### src/rtl/vga_sync_decoder.sv
// Recovers pixel/line position from active-low VGA HSync/VSync, checks the
// observed timing against the parameters and declares lock after clean frames.
module vga_sync_decoder #(
    parameter int H_VISIBLE_AREA = 640,
    parameter int V_VISIBLE_AREA = 480,
    parameter int H_TOTAL        = 800,
    parameter int V_TOTAL        = 525,
    parameter int H_FRONT_PORCH  = 16,
    parameter int H_SYNC_PULSE   = 96,
    parameter int V_FRONT_PORCH  = 10,
    parameter int V_SYNC_PULSE   = 2,
    parameter int LOCK_FRAMES    = 2
) (
    input  logic       i_Clk,
    input  logic       i_Rst_L,
    input  logic       i_VGA_HSync,
    input  logic       i_VGA_VSync,
    output logic [9:0] o_H_Counter,
    output logic [9:0] o_V_Counter,
    output logic       o_Active,
    output logic       o_Locked,
    output logic       o_Frame_Start,
    output logic       o_Timing_Error,
    output logic [7:0] o_Error_Count
);

    // state    | meaning
    // UNLOCKED | no trusted timing; waiting for a VSync falling edge
    // ARMED    | counting consecutive clean frames towards lock
    // LOCKED   | timing confirmed; o_Active / o_Frame_Start enabled
    typedef enum logic [1:0] {UNLOCKED, ARMED, LOCKED} lock_state_t;

    localparam logic [9:0] H_LAST = 10'(H_TOTAL - 1);
    localparam logic [9:0] V_LAST = 10'(V_TOTAL - 1);
    localparam logic [9:0] H_LOAD = 10'(H_VISIBLE_AREA + H_FRONT_PORCH);
    localparam logic [9:0] H_RISE = 10'(H_VISIBLE_AREA + H_FRONT_PORCH + H_SYNC_PULSE);
    localparam logic [9:0] V_LOAD = 10'(V_VISIBLE_AREA + V_FRONT_PORCH);
    localparam logic [9:0] H_VIS  = 10'(H_VISIBLE_AREA);
    localparam logic [9:0] V_VIS  = 10'(V_VISIBLE_AREA);
    localparam logic [7:0] LK     = 8'(LOCK_FRAMES);

    if (H_TOTAL > 1024 || V_TOTAL > 1024 ||
        H_VISIBLE_AREA + H_FRONT_PORCH + H_SYNC_PULSE > H_TOTAL ||
        V_VISIBLE_AREA + V_FRONT_PORCH + V_SYNC_PULSE > V_TOTAL) begin : g_bad_params
        $error("vga_sync_decoder: timing parameters do not fit the 10-bit counters");
    end

    logic        hs_s1_q, hs_s2_q, vs_s1_q, vs_s2_q;
    logic [9:0]  h_q, v_q, h_d, v_d, h_free, v_free;
    logic        h_aligned_q, v_aligned_q, h_seen_q;
    logic        h_aligned_d, v_aligned_d, h_seen_d;
    logic        h_fall, h_rise, v_fall, h_end, h_wrap, viol;
    lock_state_t state_q, state_d;
    logic [7:0]  clean_q, clean_d;
    logic        locked_q, active_q, frame_q, err_q;
    logic        locked_d, active_d, frame_d;
    logic [7:0]  err_cnt_q, err_cnt_d;

    always_comb begin
        h_fall = hs_s2_q & ~hs_s1_q;
        h_rise = ~hs_s2_q & hs_s1_q;
        v_fall = vs_s2_q & ~vs_s1_q;
        h_end  = (h_q == H_LAST);
        h_wrap = h_end & ~h_fall;
        h_free = h_end ? 10'd0 : h_q + 10'd1;
        v_free = v_q;
        if (h_wrap) begin
            v_free = (v_q == V_LAST) ? 10'd0 : v_q + 10'd1;
        end
        h_d = h_fall ? H_LOAD : h_free;
        v_d = v_fall ? V_LOAD : v_free;

        h_seen_d = h_seen_q;
        if (h_fall) begin
            h_seen_d = 1'b1;
        end else if (h_wrap) begin
            h_seen_d = 1'b0;
        end
        h_aligned_d = h_aligned_q | h_fall;
        v_aligned_d = v_aligned_q | v_fall;

        // Checks only apply once that axis has been aligned at least once,
        // so the initial acquisition after reset is never a violation.
        viol = (h_aligned_q & h_fall & (h_free != H_LOAD)) |
               (h_aligned_q & h_rise & (h_free != H_RISE)) |
               (h_aligned_q & h_wrap & ~h_seen_q) |
               (v_aligned_q & v_fall & (v_free != V_LOAD));

        state_d = state_q;
        clean_d = clean_q;
        case (state_q)
            UNLOCKED: begin
                if (v_fall && !viol) begin
                    state_d = ARMED;
                    clean_d = 8'd0;
                end
            end
            ARMED: begin
                if (viol) begin
                    state_d = UNLOCKED;
                    clean_d = 8'd0;
                end else if (v_fall) begin
                    clean_d = clean_q + 8'd1;
                    if (clean_q + 8'd1 >= LK) begin
                        state_d = LOCKED;
                    end
                end
            end
            LOCKED: begin
                if (viol) begin
                    state_d = UNLOCKED;
                    clean_d = 8'd0;
                end
            end
            default: begin
                state_d = UNLOCKED;
                clean_d = 8'd0;
            end
        endcase

        locked_d  = (state_d == LOCKED);
        active_d  = locked_d & (h_d < H_VIS) & (v_d < V_VIS);
        frame_d   = locked_d & (h_d == 10'd0) & (v_d == 10'd0);
        err_cnt_d = (viol && err_cnt_q != 8'hFF) ? err_cnt_q + 8'd1 : err_cnt_q;
    end

    always_ff @(posedge i_Clk) begin
        if (!i_Rst_L) begin
            hs_s1_q     <= 1'b1;
            hs_s2_q     <= 1'b1;
            vs_s1_q     <= 1'b1;
            vs_s2_q     <= 1'b1;
            h_q         <= 10'd0;
            v_q         <= 10'd0;
            h_aligned_q <= 1'b0;
            v_aligned_q <= 1'b0;
            h_seen_q    <= 1'b0;
            state_q     <= UNLOCKED;
            clean_q     <= 8'd0;
            locked_q    <= 1'b0;
            active_q    <= 1'b0;
            frame_q     <= 1'b0;
            err_q       <= 1'b0;
            err_cnt_q   <= 8'd0;
        end else begin
            hs_s1_q     <= i_VGA_HSync;
            hs_s2_q     <= hs_s1_q;
            vs_s1_q     <= i_VGA_VSync;
            vs_s2_q     <= vs_s1_q;
            h_q         <= h_d;
            v_q         <= v_d;
            h_aligned_q <= h_aligned_d;
            v_aligned_q <= v_aligned_d;
            h_seen_q    <= h_seen_d;
            state_q     <= state_d;
            clean_q     <= clean_d;
            locked_q    <= locked_d;
            active_q    <= active_d;
            frame_q     <= frame_d;
            err_q       <= viol;
            err_cnt_q   <= err_cnt_d;
        end
    end

    assign o_H_Counter    = h_q;
    assign o_V_Counter    = v_q;
    assign o_Active       = active_q;
    assign o_Locked       = locked_q;
    assign o_Frame_Start  = frame_q;
    assign o_Timing_Error = err_q;
    assign o_Error_Count  = err_cnt_q;

endmodule

### config.mk
export PLATFORM = sky130hd
export DESIGN_NAME = vga_sync_decoder
export DESIGN_NICKNAME = d
export VERILOG_FILES = /design/src/rtl/vga_sync_decoder.sv
export SDC_FILE = /design/constraint.sdc
export NUM_CORES = 1
export LEC_CHECK = 0
export BUFFER_PORTS_ARGS = -buffer_cell sky130_fd_sc_hd__clkbuf_2
export CORE_ASPECT_RATIO = 1.5
export CORE_MARGIN = 4
export CORE_UTILIZATION = 59
export DETAILED_ROUTE_END_ITERATION = 10
export GPL_TIMING_DRIVEN = 0
export PLACE_DENSITY = 0.76
export SLEW_MARGIN = 20
export SYNTH_ARGS = -nofsm -noshare
export SYNTH_HDL_FRONTEND = slang
export SYNTH_SLANG_ARGS = --single-unit
### constraint.sdc
create_clock -name i_Clk -period 4.65 [get_ports i_Clk]
set_clock_uncertainty 0.2 [all_clocks]
set_input_delay 0.6975 -clock i_Clk [delete_from_list [all_inputs] [get_ports i_Clk]]
set_output_delay 0.6975 -clock i_Clk [all_outputs]
set_load 0.02 [all_outputs]
* After elaboration in Yosys (flattened, before gate mapping) *
Cells that the tools add are included.

storage, ports and cells
  bits of input ports = 4
  memories kept = 0
  RAM bits = 0
  word-level logic and storage cells = 87
  register bits after elaboration = 49
  bits in latches = 0
  output and inout port bits = 32
  ROM bits = 0

operators by class
  div/mod/pow operators = 0
  add/subtract/negate cells = 4
  multipliers = 0
  shifts and indexed selects = 0
  muxes and demuxes = 18
  equal/unequal tests = 12
  reduce and logical (&&, ||, !) cells = 8
  order comparisons = 3
  bitwise operators = 26

operator list
  cell                                                                    number
  10-bit two-way mux                                                      5
  8-bit two-way mux                                                       4
  8-bit case mux with 3 select lines                                      1
  10-bit by 1-bit adder with 10-bit output (second input constant)        2
  10-bit == test (second input constant)                                  2
  10-bit zero test                                                        2
  10-bit != test (second input constant)                                  2
  8-bit by 1-bit adder with 8-bit output (second input constant)          2
  1-bit AND                                                               16
  10-bit < comparator (second input constant)                             1
  10-bit by 9-bit < comparator with 1-bit output (second input constant)  1
  2-bit two-way mux                                                       5
  10-bit by 9-bit != test with 1-bit output (second input constant)       1
  8-bit by 2-bit >= comparator with 1-bit output (second input constant)  1
  8-bit != test (second input constant)                                   1
  2-bit case mux with 3 select lines                                      1
  1-bit inverter                                                          5
  1-bit OR                                                                5
  2-bit == test (second input constant)                                   2
  2-bit != test (second input constant)                                   2
  3-bit != test (second input constant)                                   1
  3-bit AND reduction                                                     1
  2-bit by 1-bit == test with 1-bit output (second input constant)        1
  1-bit logical AND                                                       2
  other kinds (4)                                                         5

* Logic depth before layout (Yosys ltp) *
  depth after elaboration = 15
  gate-level depth with buffers = 14
  mapped depth without buffers = 10

* Worst setup path before layout *
OpenSTA, ideal clock, no wires.

  path type = register to register
  from = reg h_q[1] (netlist: o_H_Counter[1])
  to = reg clean_q[2]
  stages on the path, launching flop included = 12
  data arrival time = 3.197 ns
  slack = 1.178 ns
  clock period less this slack = 3.472 ns
  buffers on the path = 2
  required time = 4.374 ns
  setup time = 0.076 ns
  cell sequence = dfxtp_1 > ha_1 > clkbuf_2 > nand4_1 > or4_4 > buf_6 > mux2i_1 > o2bb2ai_2 > o31ai_4 > and2_4 > or4b_2 > a31oi_1

between the ends
  longest elaborated chain between the ends = 11
  elaborated cells between the ends (all ways) = 24
  classes of those cells = add/sub (1); eq/ne (7); mux (4); bitwise (9); reduce/logical (3)

ends and longest elaborated chain
  what                                                                               line    text
  start: declaration                                                                 49      logic [9:0] h_q, v_q, h_d, v_d, h_free, v_free;
  start signal: assignment                                                           133     h_q <= 10'd0;
  start signal: assignment                                                           150     h_q <= h_d;
  10-bit by 1-bit adder with 10-bit output / 10-bit == test (equally long branches)  65, 63
  10-bit two-way mux                                                                 65      h_free = h_end ? 10'd0 : h_q + 10'd1;
  10-bit != test, on equally long branches                                           84, 85
  1-bit AND, on equally long branches                                                84, 85
  1-bit OR                                                                           84      viol = (h_aligned_q & h_fall & (h_free != H_LOAD)) |
  1-bit OR                                                                           85      (h_aligned_q & h_rise & (h_free != H_RISE)) |
  1-bit OR (*)                                                                       86      (h_aligned_q & h_wrap & ~h_seen_q) |
  1-bit zero test                                                                    93      if (v_fall && !viol) begin
  1-bit logical AND                                                                  93
  2-bit != test (no source line)                                                     -
  3-bit AND reduction (no source line)                                               -
  end signal: assignment                                                             156     clean_q <= clean_d;
  end: declaration                                                                   54      logic [7:0] clean_q, clean_d;

Mark *: on every way between the ends. The rest lies on a longest branch, timed or not.
A chain may end at the register's enable or synchronous reset.

* Worst setup path in the final report *
  from = reg h_q[0] (netlist: o_H_Counter[0])
  to = reg clean_q[2]

The elaborated chain is that of the path after synthesis.

==> results by stage <==
Clock tree:
- After clock tree synthesis, the clock-pin slew on the worst setup and hold paths is 100 ps.
- The number of hold buffers added after CTS was 0.
- CTS placed an instance of clkbuf_8 at the clock tree root.
- For the worst-skew pair, the clock arrives at the later sink with an insertion delay of 310 ps.
- The H-tree was split into 2 levels.
- TritonCTS created 5 clock buffers.
- The post-cts sizing count is 0.
- TritonCTS built the clock tree.
- The clock passes through at most 2 buffers.
- Buffers added to address setup during post-CTS repair amount to 0.
- The tree built by TritonCTS fans out to 49 sinks.

Logic synthesis:
- The part of the Yosys area used for sequential elements is 31.3%.
- The synthesized design contains 0 enable-type register cells.
- Synthesis produced 396 cells.
- The post-synthesis net count is 406.
- The total of flip-flops plus latches after synthesis is 49.
- For this run, the number of Yosys warnings is 0.
- The post-synthesis async set-or-reset flop share is 0%.
- Each instance of the synthesized netlist takes up on average 7.91 µm².
- For this run, the leading register cell type out of synthesis is dfxtp_1.
- The number of different library cells in the post-synthesis netlist is 66.
- In this run the cell area of the synthesized design comes to 0.00313 mm².

GRT:
- After global routing the overflow that remains totals 0.
- The number of antenna violations at the first check in global routing is 0.
- The first-pass GRT wire length is 13.3 mm.
- Entering global routing, the biggest net connects 18 pins.
- The number of global-route vias before repair is between 2000 and 3000.
- For this run, the total global-route usage over all layers was measured as roughly a quarter.

Setup path:
- STA classifies the critical path startpoint as a flip-flop.
- The largest single stage delay on the critical path is around 880 ps.
- The most critical setup path has its startpoint at o_H_Counter[0].
- The critical path goes through ha_1 -> clkbuf_2 -> nand4_1 -> nor4_1 -> o211ai_1 -> a22o_2 -> o31ai_4 -> and2_4 -> buf_8 -> buf_12 -> nand3_1 -> a31oi_1.
- The kind of end point of the critical path is a flip-flop.
- The startpoint of the worst register-to-register path is o_H_Counter[0].
- The number of buffers and inverters on the critical path is 3.
- The required time reported for the critical path endpoint is ~4700 ps.
- The largest individual stage delay along the critical path comes from the cell nor4_1.
- The arrival time of the worst setup path is 3930 ps.
- Along the worst path, the maximum fanout reaches 10.
- The cell family contributing the most delay on the critical path is simple AND/OR/NAND/NOR gates.
- The class of the most critical setup path is reg2reg.

Die:
- The floorplan step defined a die boundary enclosing around 0.0066 mm².
- The initial utilization of the core area, before any placement, comes to 60.7%.
- The die is around 97 µm tall.
- The core region is slightly above 0.005 mm².
- The die is between 60 and 70 µm wide.
- The count of pins on the block boundary is 36.
- The row count is 32.

Cells and area:
- The number of antenna repair diodes is 0.
- The multi-input combinational cells in the finished layout cover a total of slightly below 0.002 mm².
- The post-route cell area is 0.00351 mm².
- The final net count is 448.
- The area growth from synthesis to layout is 12.1%.
- The register cell area after layout is 981 µm².
- The layout has 470 filler cells.
- The final cell count without fillers is just over 500.
- The layout cell share with drive strength beyond 1 is 15.9%.

Pwr:
- Power spread over the standard cell area amounts to about 250 mW/mm².
- Combinational logic is responsible for 12.7% of the overall power.
- Net switching is approximately 28% of the power.
- The internal portion of the total power is approximately 640 µW.
- The leakage power figure is 0.00131 µW.
- Sequential cells account for between 50% and 60% of the total power.
- The net switching power is 244 µW.
- Per report_power, the clock group accounts for 36.8% of the total.
- The largest voltage drop on the vdd net is ~0.15 mV.

Detailed routing:
- The detail route stage leaves a number of antenna-violating nets equal to 0.
- The post-detailed-route wirelength per cell is roughly 16 µm.
- The average via count per standard cell is 6.15.
- The number of DRC markers after the initial detailed-route iteration is 248.
- The first-pass iteration count of the detailed router is 4.
- The routed wire length is 7.88 mm.
- After detailed routing, the number of remaining DRC violations is 0.
- The total number of vias is 3117.

Timing:
- In the finished design, the share of the clock period the worst path needs comes to a little over four fifths.
- After routing, the total negative slack on setup checks comes to 0 ps.
- The smallest setup slack after layout is about 760 ps.
- The worst-margin pin slew is 905 ps.
- The max-slew violation count is 0.
- The number of endpoints failing setup at the final stage is 0.
- The highest attainable clock frequency is 257 MHz.
- Setup repair after global routing left no endpoint under its margin.
- Hold is met by roughly 280 ps.
- The post-layout minimum cycle time is 3890 ps.
- The headroom to the max-slew limit is 39.1%.
- The number of hold violations in the final report came to 0.

Place:
- The placer congestion estimate is a little under 1.
- The number of cells after detailed placement is 499.
- The placed instances occupy a cell area of 0.00339 mm².
- The final HPWL from detailed placement is a little under 6 mm.
- The number of buffers inserted by port buffering is 35.
- The post-placement worst setup slack is ~860 ps.

Worst hold path:
- In this run the most critical hold path is launched from o_Error_Count[5].
- The type of the most critical hold path is reg2reg.

Run status:
- The run finished with clean final reports.

Run:
- The tool flagged a number of max-cap violations equal to 0.
## path summary, 6_finish.rpt
path / cells after the start / endpoint / slack, ps
worst max-delay path: 12 / clean_q[2] / 760
worst min register to register: 2 / o_Error_Count[5] / 280
worst min-delay path: 2 / o_Error_Count[5] / 280
worst max register to register: 12 / clean_q[2] / 760
## cell usage in the layout, fill, tap and decap left out, types with 8 or more instances in the layout
cell	Yosys	layout
clkbuf_1	22	22
and3_1	11	11
a31oi_1	8	8
nand2_1	39	39
nand2b_1	8	8
xnor2_1	16	16
dfxtp_1	49	49
clkbuf_2	1	36
a21oi_1	28	28
nor2_1	38	38
o21ai_0	15	15
nand3_1	18	18
nor3_1	15	15
nand4_1	8	8
## flip-flops by register name, indices dropped and copies added (netlist names), 2 cells and up
register       cells
o_H_Counter       10
o_Error_Count      8
o_V_Counter       10
clean_q            8
state_q            2
## worst register-to-register path: cells and delay by family (launching register included)
| kind | cells | cell delay (ps) |
|---|---|---|
| simple gates | 4 | 1530 |
| fa+ha+maj | 1 | 170 |
| buf+inv | 3 | 450 |
| compound gates | 4 | 1030 |
| flops | 1 | 440 |
## kinds of logic (layout without fill, tap and decap cells)
group,after synthesis,in the layout,synth area share (%)
mux,4,4,1.28
xor+xnor,21,21,5.87
fa+ha+maj,6,6,2.40
simple gates,184,184,32.3
flops,49,49,31.3
buf+inv,41,84,6.71
compound gates,91,91,20.1
## routing by layer
| metal | vias to the layer above | track usage [%] | wire (µm) |
|---|---|---|---|
| met5 | - | 0 | 0 |
| met4 | 0 | 11.6 | 257 |
| met3 | 22 | 3.59 | 343 |
| met2 | 91 | 43.7 | 4110 |
| met1 | 1481 | 30.0 | 3170 |
| li1 | 1523 | - | - |
## through the flow
stage                     power (µW)  util, %
after CTS                        888     68.0
after floorplan                  535        -
final                            883     68.0
after global placement           565     65.7
after detailed placement         567     65.7
after global routing             923     68.0
## synth_stat cells, drive strengths merged (3+ instances only)
cell type / n / area (µm²)
dfxtp: 49 / 981
mux2i: 4 / 40.0
and2: 5 / 33.8
nand3b: 4 / 30.0
a211oi: 5 / 37.5
xnor2: 16 / 140
nand2: 39 / 146
nor3: 16 / 85.1
o211ai: 3 / 22.5
nor4: 9 / 86.3
a31oi: 8 / 50.1
or3: 4 / 30.0
nand4: 8 / 50.1
ha: 6 / 75.1
clkbuf: 23 / 87.6
nand2b: 8 / 50.1
nor4b: 4 / 35.0
xor2: 5 / 43.8
a31o: 4 / 35.0
a21oi: 28 / 140
or4b: 3 / 30.0
o31ai: 4 / 43.8
nand4b: 3 / 26.3
o21ai: 15 / 75.1
buf: 10 / 92.6
inv: 7 / 26.3
and3: 11 / 68.8
nor2b: 5 / 31.3
or4: 3 / 26.3
nor2: 38 / 143
o41ai: 3 / 26.3
nand3: 18 / 90.1
## final cells by class
| class | instances | area share (%) |
|---|---|---|
| Sequential cell | 49 | 27.9 |
| Buffer | 33 | 5.13 |
| Inverter | 8 | 0.855 |
| Clock inverter | 3 | 1.39 |
| Multi-Input combinational cell | 306 | 55.3 |
| Clock buffer | 5 | 1.96 |
| Timing Repair Buffer | 35 | 4.99 |
| Tap cell | 68 | 2.42 |
## power by group through the flow
| stage | logic (µW) | clock network, µW | registers (µW) |
|---|---|---|---|
| final | 112 | 325 | 446 |
| after floorplan | 72.2 | 0 | 463 |
| after detailed placement | 111 | 0 | 455 |
| after global routing | 124 | 350 | 448 |
| after global placement | 110 | 0 | 455 |
| after CTS | 112 | 330 | 446 |
No activity file was read; power rests on OpenSTA's default activity.
